--- src/rtl/usb_rx_pkg.sv ---
// usb_rx_pkg: shared types and constants for the full-speed receive path.
// Imported by the DPLL, the receiver top and its interface.
package usb_rx_pkg;

    typedef enum logic [1:0] {
        SE0 = 2'b00,
        J   = 2'b01,
        K   = 2'b10,
        SE1 = 2'b11
    } line_state_t;

    localparam int CLKS_PER_BIT   = 4;
    localparam int BUS_RESET_CLKS = 120;

    // Receive order 0,0,0,0,0,0,0,1 with the oldest bit in the LSB
    localparam logic [7:0] SYNC_PATTERN = 8'h80;

endpackage

--- src/rtl/usb_rx_if.sv ---
// usb_rx_if: receive-side bundle between usb_rx and its consumer.
// master drives the received bytes and line status, slave observes them.
interface usb_rx_if;
    import usb_rx_pkg::*;

    logic [7:0]  rx_data;
    logic        rx_valid;
    logic        rx_active;
    logic        rx_error;
    line_state_t line_state;
    logic        bus_reset;

    modport master (
        output rx_data, rx_valid, rx_active,
        output rx_error, line_state, bus_reset
    );

    modport slave (
        input rx_data, rx_valid, rx_active,
        input rx_error, line_state, bus_reset
    );

endinterface

--- src/rtl/usb_rx_dpll.sv ---
// usb_rx_dpll: D+/D- synchronizer and bit-phase recovery.
// The phase counter restarts on every line edge; sample fires mid-bit.
module usb_rx_dpll
    import usb_rx_pkg::*;
(
    input  logic        clk,
    input  logic        rst,
    input  logic        rx_dp,
    input  logic        rx_dn,
    output line_state_t line_state,
    output logic        sample
);

    logic [1:0] s1;
    logic [1:0] s2;
    logic [1:0] phase;

    // Pairs are kept as {dn, dp}, which is the line_state_t encoding
    always_ff @(posedge clk) begin
        if (rst) begin
            s1         <= J;
            s2         <= J;
            line_state <= J;
            phase      <= '0;
        end else begin
            s1         <= {rx_dn, rx_dp};
            s2         <= s1;
            line_state <= line_state_t'(s2);
            phase      <= (s2 != line_state) ? 2'd0 : phase + 2'd1;
        end
    end

    assign sample = (phase == 2'(CLKS_PER_BIT / 2));

endmodule

--- src/rtl/usb_rx.sv ---
// usb_rx: full-speed USB receiver.
// NRZI decode, SYNC hunt, de-stuffing, byte assembly, EOP and bus reset.
module usb_rx
    import usb_rx_pkg::*;
(
    input  logic     clk,
    input  logic     rst,
    input  logic     rx_dp,
    input  logic     rx_dn,
    usb_rx_if.master rx
);

    localparam logic [2:0] S_IDLE  = 3'd0;
    localparam logic [2:0] S_SYNC  = 3'd1;
    localparam logic [2:0] S_DATA  = 3'd2;
    localparam logic [2:0] S_EOP   = 3'd3;
    localparam logic [2:0] S_ABORT = 3'd4;

    line_state_t ls;
    line_state_t prev;
    logic        smp;
    logic        jk;
    logic        dec;
    logic [2:0]  state;
    logic [6:0]  sync_h;
    logic [7:0]  shift;
    logic [7:0]  byte_nxt;
    logic [7:0]  data_q;
    logic [7:0]  se0_cnt;
    logic [2:0]  nbits;
    logic [2:0]  ones;
    logic        valid_q;
    logic        err_q;

    usb_rx_dpll u_dpll (
        .clk        (clk),
        .rst        (rst),
        .rx_dp      (rx_dp),
        .rx_dn      (rx_dn),
        .line_state (ls),
        .sample     (smp)
    );

    assign jk       = (ls == J) || (ls == K);
    assign dec      = (ls == prev);
    assign byte_nxt = {dec, shift[7:1]};

    always_ff @(posedge clk) begin
        if (rst) begin
            state   <= S_IDLE;
            prev    <= J;
            sync_h  <= '0;
            shift   <= '0;
            data_q  <= '0;
            se0_cnt <= '0;
            nbits   <= '0;
            ones    <= '0;
            valid_q <= 1'b0;
            err_q   <= 1'b0;
        end else begin
            valid_q <= 1'b0;
            err_q   <= 1'b0;
            if (ls != SE0)
                se0_cnt <= '0;
            else if (se0_cnt != 8'hFF)
                se0_cnt <= se0_cnt + 8'd1;
            if (smp) begin
                if (jk)
                    prev <= ls;
                unique case (state)
                    S_IDLE: begin
                        // The idle-J to K edge is itself the first SYNC zero
                        if (ls == K) begin
                            state  <= S_SYNC;
                            sync_h <= 7'h3F;
                        end
                    end
                    S_SYNC: begin
                        if (!jk) begin
                            state <= S_IDLE;
                        end else if ({dec, sync_h} == SYNC_PATTERN) begin
                            state <= S_DATA;
                            ones  <= '0;
                            nbits <= '0;
                        end else if (dec) begin
                            state <= S_IDLE;
                        end else begin
                            sync_h <= {dec, sync_h[6:1]};
                        end
                    end
                    S_DATA: begin
                        if (ls == SE0) begin
                            state <= S_EOP;
                            err_q <= (nbits != 3'd0);
                        end else if (ls == SE1) begin
                            state <= S_ABORT;
                            err_q <= 1'b1;
                        end else if (ones == 3'd6) begin
                            if (dec) begin
                                state <= S_ABORT;
                                err_q <= 1'b1;
                            end else begin
                                ones <= '0;
                            end
                        end else begin
                            ones  <= dec ? ones + 3'd1 : 3'd0;
                            shift <= byte_nxt;
                            nbits <= nbits + 3'd1;
                            if (nbits == 3'd7) begin
                                data_q  <= byte_nxt;
                                valid_q <= 1'b1;
                            end
                        end
                    end
                    S_EOP: begin
                        if (ls == J)
                            state <= S_IDLE;
                        else if (ls != SE0)
                            state <= S_ABORT;
                    end
                    S_ABORT: begin
                        if (ls == J)
                            state <= S_IDLE;
                    end
                    default: state <= S_IDLE;
                endcase
            end
        end
    end

    assign rx.rx_data    = data_q;
    assign rx.rx_valid   = valid_q;
    assign rx.rx_active  = (state == S_DATA) || (state == S_EOP);
    assign rx.rx_error   = err_q;
    assign rx.line_state = ls;
    assign rx.bus_reset  = (se0_cnt >= 8'(BUS_RESET_CLKS));

endmodule

--- src/flat_wrapper.sv ---
// flat-port wrapper written by rule: the top's interface ports become plain ports
module usb_rx_flat import usb_rx_pkg::*;
  (clk, rst, rx_dp, rx_dn, rx_rx_data, rx_rx_valid, rx_rx_active, rx_rx_error, rx_line_state, rx_bus_reset);
  usb_rx_if rx_i ();
  input  logic clk;
  input  logic rst;
  input  logic rx_dp;
  input  logic rx_dn;
  output wire logic [$bits(rx_i.rx_data)-1:0] rx_rx_data;
  output wire logic [$bits(rx_i.rx_valid)-1:0] rx_rx_valid;
  output wire logic [$bits(rx_i.rx_active)-1:0] rx_rx_active;
  output wire logic [$bits(rx_i.rx_error)-1:0] rx_rx_error;
  output wire logic [$bits(rx_i.line_state)-1:0] rx_line_state;
  output wire logic [$bits(rx_i.bus_reset)-1:0] rx_bus_reset;
  assign rx_rx_data = rx_i.rx_data;
  assign rx_rx_valid = rx_i.rx_valid;
  assign rx_rx_active = rx_i.rx_active;
  assign rx_rx_error = rx_i.rx_error;
  assign rx_line_state = rx_i.line_state;
  assign rx_bus_reset = rx_i.bus_reset;
  usb_rx u_core (.clk(clk), .rst(rst), .rx_dp(rx_dp), .rx_dn(rx_dn), .rx(rx_i));
endmodule
--- config.mk ---
export PLATFORM = sky130hd
export DESIGN_NAME = usb_rx_flat
export DESIGN_NICKNAME = d
export VERILOG_FILES = /design/src/rtl/usb_rx_pkg.sv /design/src/rtl/usb_rx_if.sv /design/src/rtl/usb_rx_dpll.sv /design/src/rtl/usb_rx.sv /design/src/flat_wrapper.sv
export SDC_FILE = /design/constraint.sdc
export NUM_CORES = 1
export LEC_CHECK = 0
export ABC_AREA = 1
export ABC_CLOCK_PERIOD_IN_PS = 1600
export BUFFER_PORTS_ARGS = -buffer_cell sky130_fd_sc_hd__buf_2
export CAP_MARGIN = 40
export CELL_PAD_IN_SITES_DETAIL_PLACEMENT = 0
export CELL_PAD_IN_SITES_GLOBAL_PLACEMENT = 2
export CORE_AREA = 3 3 111 81
export CTS_CLUSTER_DIAMETER = 120
export DETAILED_ROUTE_END_ITERATION = 10
export DIE_AREA = 0 0 114 84
export GPL_ROUTABILITY_DRIVEN = 1
export PLACE_DENSITY_LB_ADDON = 0.1
export SYNTH_ARGS = -nofsm -noshare
export SYNTH_HDL_FRONTEND = slang
export SYNTH_SLANG_ARGS = --single-unit
--- constraint.sdc ---
create_clock -name clk -period 1.6 [get_ports clk]
set_input_delay 0.32 -clock clk [delete_from_list [all_inputs] [get_ports clk]]
set_output_delay 0.32 -clock clk [all_outputs]
set_load 0.05 [all_outputs]
==> metrics.md, run 1 <==
| Metric | Value |
|---|---|
| Area leader, netlist | dfxtp_1 |
| Syn_area_per_cell | 7.190 um^2 |
| CTS sink count | 50 |
| Max Clk Rate | 649.4 MHz |
| Crit path launch type | flip-flop |
| Crit end category | primary output |
| Worst slew margin | 81.87% |
| Reg2Reg Setup Slack | 0.06 ns |
| Worst Hold Path EP | u_core.u_dpll.s1[0] |
| Synth-to-layout area growth | 24.96% |
| Routed WL | 5906 um |
| Vias | 2126 |
| PwrDens | 823.2 nW/um^2 |
| Hold Path Depth | 2 |
| Pin count of the biggest net entering global routing | 19 |
| Overflow after GRT | 0 |
| CTS tree | done |
| Layout cell share with drive strength beyond 1 | 23.95% |
| P_leak | 1.387 nW |
| Worst R2R Path Depth | 10 |
| Die Y | 84 um |
| Mapped cell area | 2466 um^2 |
| Final Setup Violations | 0 |
| I/O pin count | 18 |
| Routed wire per std cell | 12.28 um |
| CP Data Required Time | 1.28 ns |
| Setup tns final | 0 ns |
| Residual DRC | 0 |
| Initial core utilization | 31.20% |
| Largest family of logic cells by synthesized area | simple AND/OR/NAND/NOR gates |
| Post-synthesis compound-gate area fraction | 9.893% |
| Remaining antenna violation count after routing | 0 |
| RSZ-0062 raised after global routing | yes |
| Dominant cells by area after synthesis | dfxtp_1 41%, nand2_1 11%, nor2_1 9.3% |
| GRT Total Usage | 12.85% |
| First-pass GRT wire length | 9873 um |
| Post-Layout Cell Count | 481 |
| Setup Skew | 0.008175 ns |
| Rows | 27 |
| Min Tclk post-route | 1.540 ns |
| Total power | 2.537 mW |
| Synth Area in Adders | 6.088% |
| Syn nets | 359 |
| Drt initial violations | 112 |
| Number of global-route vias before repair | 1932 |
| Fin crit share | 96.24% |
| PortBufs | 17 |
| Critical R2R Launch | u_core.u_dpll.line_state[1] |
| Synth warn | 0 |
| XOR/XNOR share of the synthesized area | 1.776% |
| Initial antenna violation count | 0 |
| Worst min-delay path class | input pin to flip-flop |
| Least-Margin Pin Slew | 0.2713 ns |
| Worst Path Class, Setup | flip-flop to primary output |
| Chip width | 114 um |
| Max Cap Viol | 0 |
| Clk root buf | clkbuf_16 |
| Post-synthesis register bit count | 50 |
| Post-DR vias/cell | 4.420 |
| Clk Latency, worst-skew pair | 0.29 ns |
| Status | completed |
| Ant. Diodes | 0 |
| H-tree Lvls | 2 |
| Critical path arrival | 1.22 ns |
| Worst hold start | rx_dp |
| Placed Cells | 467 |
| Detailed placement HPWL | 4416 um |
| Die area | 9576 um^2 |
| Final Max Tran Viols | 0 |
| Most common flop cell mapped by yosys | dfxtp_1 |
| Total CTS buffers | 5 |
| Synth Area in Simple Gates | 33.18% |
| Worst ir drop on vdd | 0.0004398 V |
| Sequential area share after synthesis | 40.59% |
| Nets | 395 |
| Yosys cell types | 34 |
| Post-synth top area share | 40.59% |
| Clk buf depth | 2 |
| Hold Vio Cnt, Final | 0 |
| Core area | 7905 um^2 |
| Post-synth top cells | 71 x nand2_1, 61 x nor2_1, 50 x dfxtp_1 |
| Async S/R FF share, synth | 0% |
| Gp weighted congestion | 0.7567 |
| Clock transition at path regs | 0.08 ns |
| Cells after synthesis | 343 |
| Mux contribution to synthesized area | 0% |
| Pre-Repair DR Iteration Count | 4 |
| Crit-path max FO | 4 |
| Top-count cell post-synth | nand2_1 |
| Reg-to-reg endpoint | u_core.ones[0] |
| Post-synth EDFFs | 0 |
## metal layers
layer  global-route usage [%]  part of all wire (%)
met2                    17.27                    40
met1                    20.54                    58
met5                        0                     0
met4                    2.589                  0.44
met3                    2.681                   2.2
## worst max-delay path by stage
stage	slack, ns	endpoint	startpoint	cells past startpoint
final	0.06	rx_rx_active	u_core.state[2]	4
after CTS	0.0004	u_core.rx.rx_data[3]	u_core.u_dpll.line_state[1]	9
after global routing	-0.05	u_core.ones[2]	u_core.u_dpll.line_state[1]	10
after global placement	-0.03	u_core.sync_h[1]	u_core.state[0]	7
after detailed placement	0.006	u_core.rx.rx_data[0]	u_core.u_dpll.line_state[0]	9
after floorplan	0.003	u_core.rx.rx_data[4]	u_core.u_dpll.line_state[0]	9
## power breakdown
part / internal (mW) / switching, mW / leakage, nW
Clock: 0.597 / 0.509 / 0.0759
Combinational: 0.0575 / 0.107 / 0.905
Sequential: 1.26 / 0.00954 / 0.407
Total: 1.91 / 0.626 / 1.39
## critical path, stage by stage, from the launching register on
cell and delay, ns:
dfxtp_1 0.33, inv_1 0.16, nand2_2 0.10, inv_1 0.11, clkbuf_4 0.24
## placed cells by master, fill, tap and decap left out, types with 3 or more instances in the layout
| cell type | count |
|---|---|
| nor2_1 | 56 |
| nand3_1 | 23 |
| buf_2 | 16 |
| nand2_1 | 65 |
| nand2_4 | 4 |
| o21ai_1 | 5 |
| nand2_2 | 8 |
| dfxtp_2 | 3 |
| inv_2 | 3 |
| nor2_2 | 4 |
| o211ai_1 | 3 |
| inv_1 | 39 |
| dfxtp_1 | 45 |
| a21oi_1 | 15 |
| xor2_1 | 3 |
| ha_1 | 10 |
| o21ai_0 | 12 |
| nor2_4 | 10 |
| buf_4 | 18 |
| nand3_4 | 3 |
| clkbuf_16 | 5 |
## final cells by class
type / count / area (um^2)
fill: 866 / 4823
sequential: 50 / 1012
clock inverter: 3 / 28.78
timing repair buffer: 35 / 222.7
multi-input combinational: 241 / 1376
tap: 101 / 126.4
inverter: 46 / 190.2
clock buffer: 5 / 125.1
## registers in the layout (all words and copies together) (netlist names)
signal and cells:
u_core.nbits 3, u_core.ones 3, u_core.prev 2, u_core.rx.rx_data 8, u_core.rx.rx_error 1, u_core.rx.rx_valid 1, u_core.se0_cnt 8, u_core.shift 7
u_core.state 3, u_core.sync_h 6, u_core.u_dpll.line_state 2, u_core.u_dpll.phase 2, u_core.u_dpll.s1 2, u_core.u_dpll.s2 2
## cell families after synthesis
group / Yosys count
buffers and inverters: 52
DFF: 50
AOI/OAI and AO/OA: 43
xor gates and xnor gates: 5
adders and majority gates: 12
and+or+nand+nor: 181
## through the flow
stage                     setup slack (ns)  hold WS (ns)  utilization [%]  instance area (um^2)
after floorplan                   0.002840        0.3883                -                  2489
after global placement            -0.02705        0.3951            34.90                  2759
after detailed placement          0.006258        0.3999            34.90                  2759
after CTS                        0.0004078        0.1997            36.85                  2913
after global routing              -0.05445        0.2038            38.98                  3082
final                              0.06016        0.2052            38.98                  3082
## repair_timing
item,CTS,global route
resized for setup,0,39
hold buffers,0,0
setup buffers,0,6
setup endpoints to repair,0,28
hold endpoints to repair,0,0
Power figures use the tool's default switching activity.
==> run 2: changes to the inputs <==
Settings changed: ABC_CLOCK_PERIOD_IN_PS 1600 to 1750, CORE_AREA 3 3 111 81 to 3 3 106 78, DIE_AREA 0 0 114 84 to 0 0 109 81.
Clock period 1.6 ns to 1.75 ns, I/O delays scaled along.
==> metrics.md, run 2 (synthesis gave the netlist of run 1 again) <==
| Metric | Value |
|---|---|
| Chip width | 109 um |
| Nets | 388 |
| Min Tclk post-route | 1.637 ns |
| Number of global-route vias before repair | 1858 |
| Sw frac | 24.86% |
| Status | completed |
| Ant. Diodes | 0 |
| RSZ-0062 raised after global routing | no |
| P_int | 1.568 mW |
| CTS sink count | 50 |
| Total CTS buffers | 5 |
| Clk buf depth | 2 |
| Max Cap Viol | 0 |
| Fraction of power consumed by combinational cells | 6.5% |
| Most frequent cells in the layout | 69 x nand2_1, 59 x nor2_1, 48 x dfxtp_1 |
| Fin crit share | 93.52% |
| Commonest non-fill, non-tap cell in the layout | nand2_1 |
| Pin count of the biggest net entering global routing | 18 |
| Die area | 8829 um^2 |
| Layout cell share with drive strength beyond 1 | 18.77% |
| Sequential power share | 55.5% |
| Pre-Repair DR Iteration Count | 4 |
| Core area | 7254 um^2 |
| Vias | 2063 |
| Overflow after GRT | 0 |
| Worst Path Class, Setup | flip-flop to primary output |
| Post-DR vias/cell | 4.380 |
| Drt initial violations | 101 |
| First-pass GRT wire length | 9259 um |
| CP Data Required Time | 1.40 ns |
| Critical path arrival | 1.29 ns |
| Max Clk Rate | 611.0 MHz |
| Routed wire per std cell | 11.50 um |
| Initial antenna violation count | 0 |
| Final Max Tran Viols | 0 |
| Crit path launch type | flip-flop |
| Crit-path max FO | 5 |
| Setup tns final | 0 ns |
| Clock transition at path regs | 0.10 ns |
| I/O pin count | 18 |
| Initial core utilization | 33.99% |
| Remaining antenna violation count after routing | 0 |
| Post-CTS Hold Buffers | 0 |
| Placement Setup Slack | 0.07116 ns |
| PortBufs | 17 |
| Clock network fraction of design power | 38.1% |
| Crit end category | primary output |
| GRT Total Usage | 13.65% |
| Worst min-delay path class | input pin to flip-flop |
| Detailed placement HPWL | 4093 um |
| Clk root buf | clkbuf_8 |
| Routed WL | 5418 um |
| Final Setup Violations | 0 |
| Synth-to-layout area growth | 17.15% |
| Layout Utilization | 39.82% |
| Gp weighted congestion | 0.8327 |
| Setup Skew | 0.005232 ns |
| Worst ir drop on vdd | 0.0002773 V |
| Least-Margin Pin Slew | 0.4864 ns |
| Total power | 2.087 mW |
| Worst setup margin | 0.1134 ns |
| Net Switching | 0.5189 mW |
| PwrDens | 722.5 nW/um^2 |
| P_leak | 1.334 nW |
| CTS tree | done |
| Clk Latency, worst-skew pair | 0.31 ns |
| Die Y | 81 um |
| Residual DRC | 0 |
| H-tree Lvls | 2 |
| Rows | 26 |
| Worst slew margin | 67.57% |
| Hold Vio Cnt, Final | 0 |
## run 2: power groups by stage
stage | Sequential (mW) | Combinational (mW) | Clock [mW]
detailed placement | 1.18 | 0.134 | 0
global placement | 1.18 | 0.136 | 0
floorplan | 1.19 | 0.0811 | 0
finish | 1.16 | 0.135 | 0.795
CTS | 1.16 | 0.134 | 0.829
global route | 1.16 | 0.151 | 0.874
## run 2: repair_timing
| action | CTS | global route |
|---|---|---|
| buffers inserted | 0 | 1 |
| setup endpoints to repair | 0 | 22 |
| resized for setup | 0 | 12 |
## run 2: path summary, 6_finish.rpt
check	startpoint	to	slack, ns	cells after the start
worst max-delay path	u_core.state[1]	rx_rx_active	0.11	3
worst min-delay path	rx_dp	u_core.u_dpll.s1[0]	0.22	2
worst max register to register	u_core.u_dpll.line_state[0]	u_core.nbits[1]	0.20	10
worst min register to register	u_core.u_dpll.s1[1]	u_core.u_dpll.s2[1]	0.41	2
## run 2: per-layer routing
metal	vias up	track usage [%]	part of all wire, %
li1	1135	-	-
met1	900	20.23	56
met2	21	18.75	39
met3	7	3.574	3.4
met4	0	4.918	1.5
met5	-	0	0
## run 2: stage by stage
step / hold WS (ns) / cell area [um^2] / cells
6_report: 0.2216 / 2889 / 471
5_1_grt: 0.2045 / 2889 / 471
3_5_place_dp: 0.3934 / 2725 / 462
3_3_place_gp: 0.3923 / 2725 / 462
2_1_floorplan: 0.3883 / 2474 / 343
4_1_cts: 0.2139 / 2833 / 470
## run 2: critical path: stages (launching register included)
cell and delay (ns):
dfxtp_1 0.48, nand2_2 0.11, inv_1 0.13, clkbuf_4 0.25
## run 2: area by class of cell
cell class | count | area, um^2
clock buffer | 6 | 93.84
clock inverter | 2 | 13.76
fill | 762 | 4365
inverter | 46 | 182.7
multi-input combinational | 241 | 1297
sequential | 50 | 1008
tap | 98 | 122.6
timing repair buffer | 28 | 170.2
==> run 3: changes to the inputs <==
Settings changed: ABC_AREA 1 to unset, CORE_AREA 3 3 106 78 to 3 3 103 75, DIE_AREA 0 0 109 81 to 0 0 106 78.
==> metrics.md, run 3 <==
| Metric | Value |
|---|---|
| Status | finished, violations left |
| Failing checks | setup timing |
| Post-synthesis register bit count | 50 |
| Register Area | 1011 um^2 |
| Post-synth EDFFs | 0 |
| Filler instances | 682 |
| Crit-path max FO | 4 |
| Remaining antenna violation count after routing | 0 |
| Commonest non-fill, non-tap cell in the layout | dfxtp_1 |
| Top-count cell post-synth | dfxtp_1 |
| Routed wire per std cell | 13.50 um |
| PortBufs | 17 |
| Die area | 8268 um^2 |
| Overflow after GRT | 0 |
| Gp weighted congestion | 0.8193 |
| Synth-to-layout area growth | 30.90% |
| Worst setup margin | -0.05850 ns |
| Vias | 1921 |
| P_leak | 1.309 nW |
| Final Max Tran Viols | 0 |
| Routed WL | 5454 um |
| Ant. Diodes | 0 |
| Core area | 6756 um^2 |
| Synth warn | 0 |
| Final Setup Violations | 5 |
| I/O pin count | 18 |
| Layout cell share with drive strength beyond 1 | 33.87% |
| First-pass GRT wire length | 9494 um |
| Area after DPL | 2854 um^2 |
| H-tree Lvls | 2 |
| Min Tclk post-route | 1.808 ns |
| Critical path arrival | 2.01 ns |
| Worst min-delay path class | input pin to flip-flop |
| Chip width | 106 um |
| Most common flop cell mapped by yosys | dfxtp_1 |
| Total CTS buffers | 5 |
| Design area | 3095 um^2 |
| Rows | 25 |
| Worst slew margin | 73.73% |
| Post-Layout Cell Count | 404 |
| Drt initial violations | 40 |
| Clk root buf | clkbuf_8 |
| Least-Margin Pin Slew | 0.3911 ns |
| Most frequent cells in the layout | 46 x dfxtp_1, 40 x buf_4, 39 x nor2_1 |
| Hold Vio Cnt, Final | 0 |
| Syn nets | 269 |
| Max Clk Rate | 552.9 MHz |
| Placed Cells | 394 |
| Clock transition at path regs | 0.10 ns |
| Area leader, netlist | dfxtp_1 |
| Setup tns final | -0.1232 ns |
| Die Y | 78 um |
| Post-DR vias/cell | 4.755 |
| Area occupied by multi-input gates | 1398 um^2 |
| Setup Skew | 0.01067 ns |
| Worst ir drop on vdd | 0.0003439 V |
| Crit path launch type | flip-flop |
| Pre-Repair DR Iteration Count | 4 |
| Clk Latency, worst-skew pair | 0.30 ns |
| Post-synth top cells | 50 x dfxtp_1, 41 x nor2_1, 17 x mux2i_1 |
| Syn_area_per_cell | 9.347 um^2 |
| PwrDens | 649.4 nW/um^2 |
| Yosys cell types | 52 |
| RSZ-0062 raised after global routing | yes |
| Detailed placement HPWL | 3973 um |
| Initial core utilization | 35.00% |
| CP Data Required Time | 1.95 ns |
| Mapped cell area | 2365 um^2 |
| Clk buf depth | 2 |
| Residual DRC | 0 |
| Dominant cells by area after synthesis | dfxtp_1 42%, mux2i_1 7.2%, nor2_1 6.5% |
| GRT Total Usage | 14.30% |
| CTS sink count | 50 |
| Initial antenna violation count | 0 |
| Fin crit share | 103.3% |
| Post-synth top area share | 42.33% |
| Number of global-route vias before repair | 1900 |
| Sequential area share after synthesis | 42.33% |
| Crit end category | flip-flop |
| CTS tree | done |
| Cells after synthesis | 253 |
| Max Cap Viol | 0 |
| Worst Path Class, Setup | flip-flop to flip-flop |
| WHS | 0.2335 ns |
| Placement Setup Slack | -0.1430 ns |
| Async S/R FF share, synth | 0% |
| Nets | 325 |
| Pin count of the biggest net entering global routing | 28 |
==> run 3: changes by cell type after synthesis, sizes merged, moves of 3 or more <==
cell	change
nor2	-29
nor4	+4
nor2b	+4
inv	-35
a21oi	-8
buf	+4
mux2i	+17
a311oi	+3
xnor2	+3
nor3	+15
nand3	-20
nand2	-64
o21ai	-14
==> run 3: final cells by class <==
cell class | count | share of cell area [%]
well taps | 94 | 3.800
repair buffers | 61 | 13.99
multi-input cells | 180 | 45.15
clock buffers | 5 | 2.223
clock inverters | 3 | 0.7680
flip-flops and latches | 50 | 32.66
inverters | 11 | 1.415
==> run 3: worst max-delay path, stage by stage, from the launching register on <==
cell       delay (ns)
dfxtp_4          0.37
inv_4            0.04
ha_4             0.25
and3b_2          0.20
o2111ai_4        0.15
a311oi_4         0.34
o31ai_1          0.13
a32o_1           0.23
==> run 3: kinds of logic (layout without fill, tap and decap cells) <==
group / Yosys count / count (layout) / synth area share, %
AO/OA/AOI/OAI: 35 / 35 / 11.96
multiplexers: 18 / 18 / 7.672
flip-flops: 50 / 50 / 42.33
AND/OR/NAND/NOR: 107 / 107 / 23.86
adder cells (fa/ha/maj): 12 / 12 / 6.349
buffers and inverters: 23 / 80 / 4.233
XOR/XNOR: 8 / 8 / 3.598
==> run 3: repair_timing <==
item	CTS	global route
pin swaps	4	5
hold buffers	0	0
setup endpoints to repair	8	23
setup buffers	2	2
gates resized for setup	10	16
endpoints found under the hold margin	0	0
==> run 3: path summary, 6_finish.rpt <==
check                                                  from  depth (start not counted)                      to  slack [ns]
worst max register to register  u_core.u_dpll.line_state[1]                          7          u_core.ones[2]       -0.06
worst max-delay path            u_core.u_dpll.line_state[1]                          7          u_core.ones[2]       -0.06
worst min register to register       u_core.u_dpll.phase[0]                          1  u_core.u_dpll.phase[0]        0.42
worst min-delay path                                  rx_dp                          2     u_core.u_dpll.s1[0]        0.23
==> run 3: metrics by stage <==
| step | utilization, % | total power, mW |
|---|---|---|
| 6_report | 45.81 | 2.010 |
| 5_1_grt | 45.81 | 2.121 |
| 4_1_cts | 44.56 | 2.029 |
| 3_5_place_dp | 42.24 | 1.319 |
| 3_3_place_gp | 42.24 | 1.320 |
| 2_1_floorplan | - | 1.264 |
==> run 3: per-layer routing <==
layer	track usage [%]	part of all wire [%]	up-vias
met5	0	0	-
met4	3.234	0.39	0
met3	2.743	2.7	2
met2	20.80	41	20
met1	21.65	56	895
li1	-	-	1004
==> run 3: where the power goes <==
group	switching (mW)	internal [mW]	total, mW
sequential	0.00951	1.15	1.16
combinational	0.0913	0.0694	0.161
clock	0.406	0.287	0.692
total	0.506	1.50	2.01
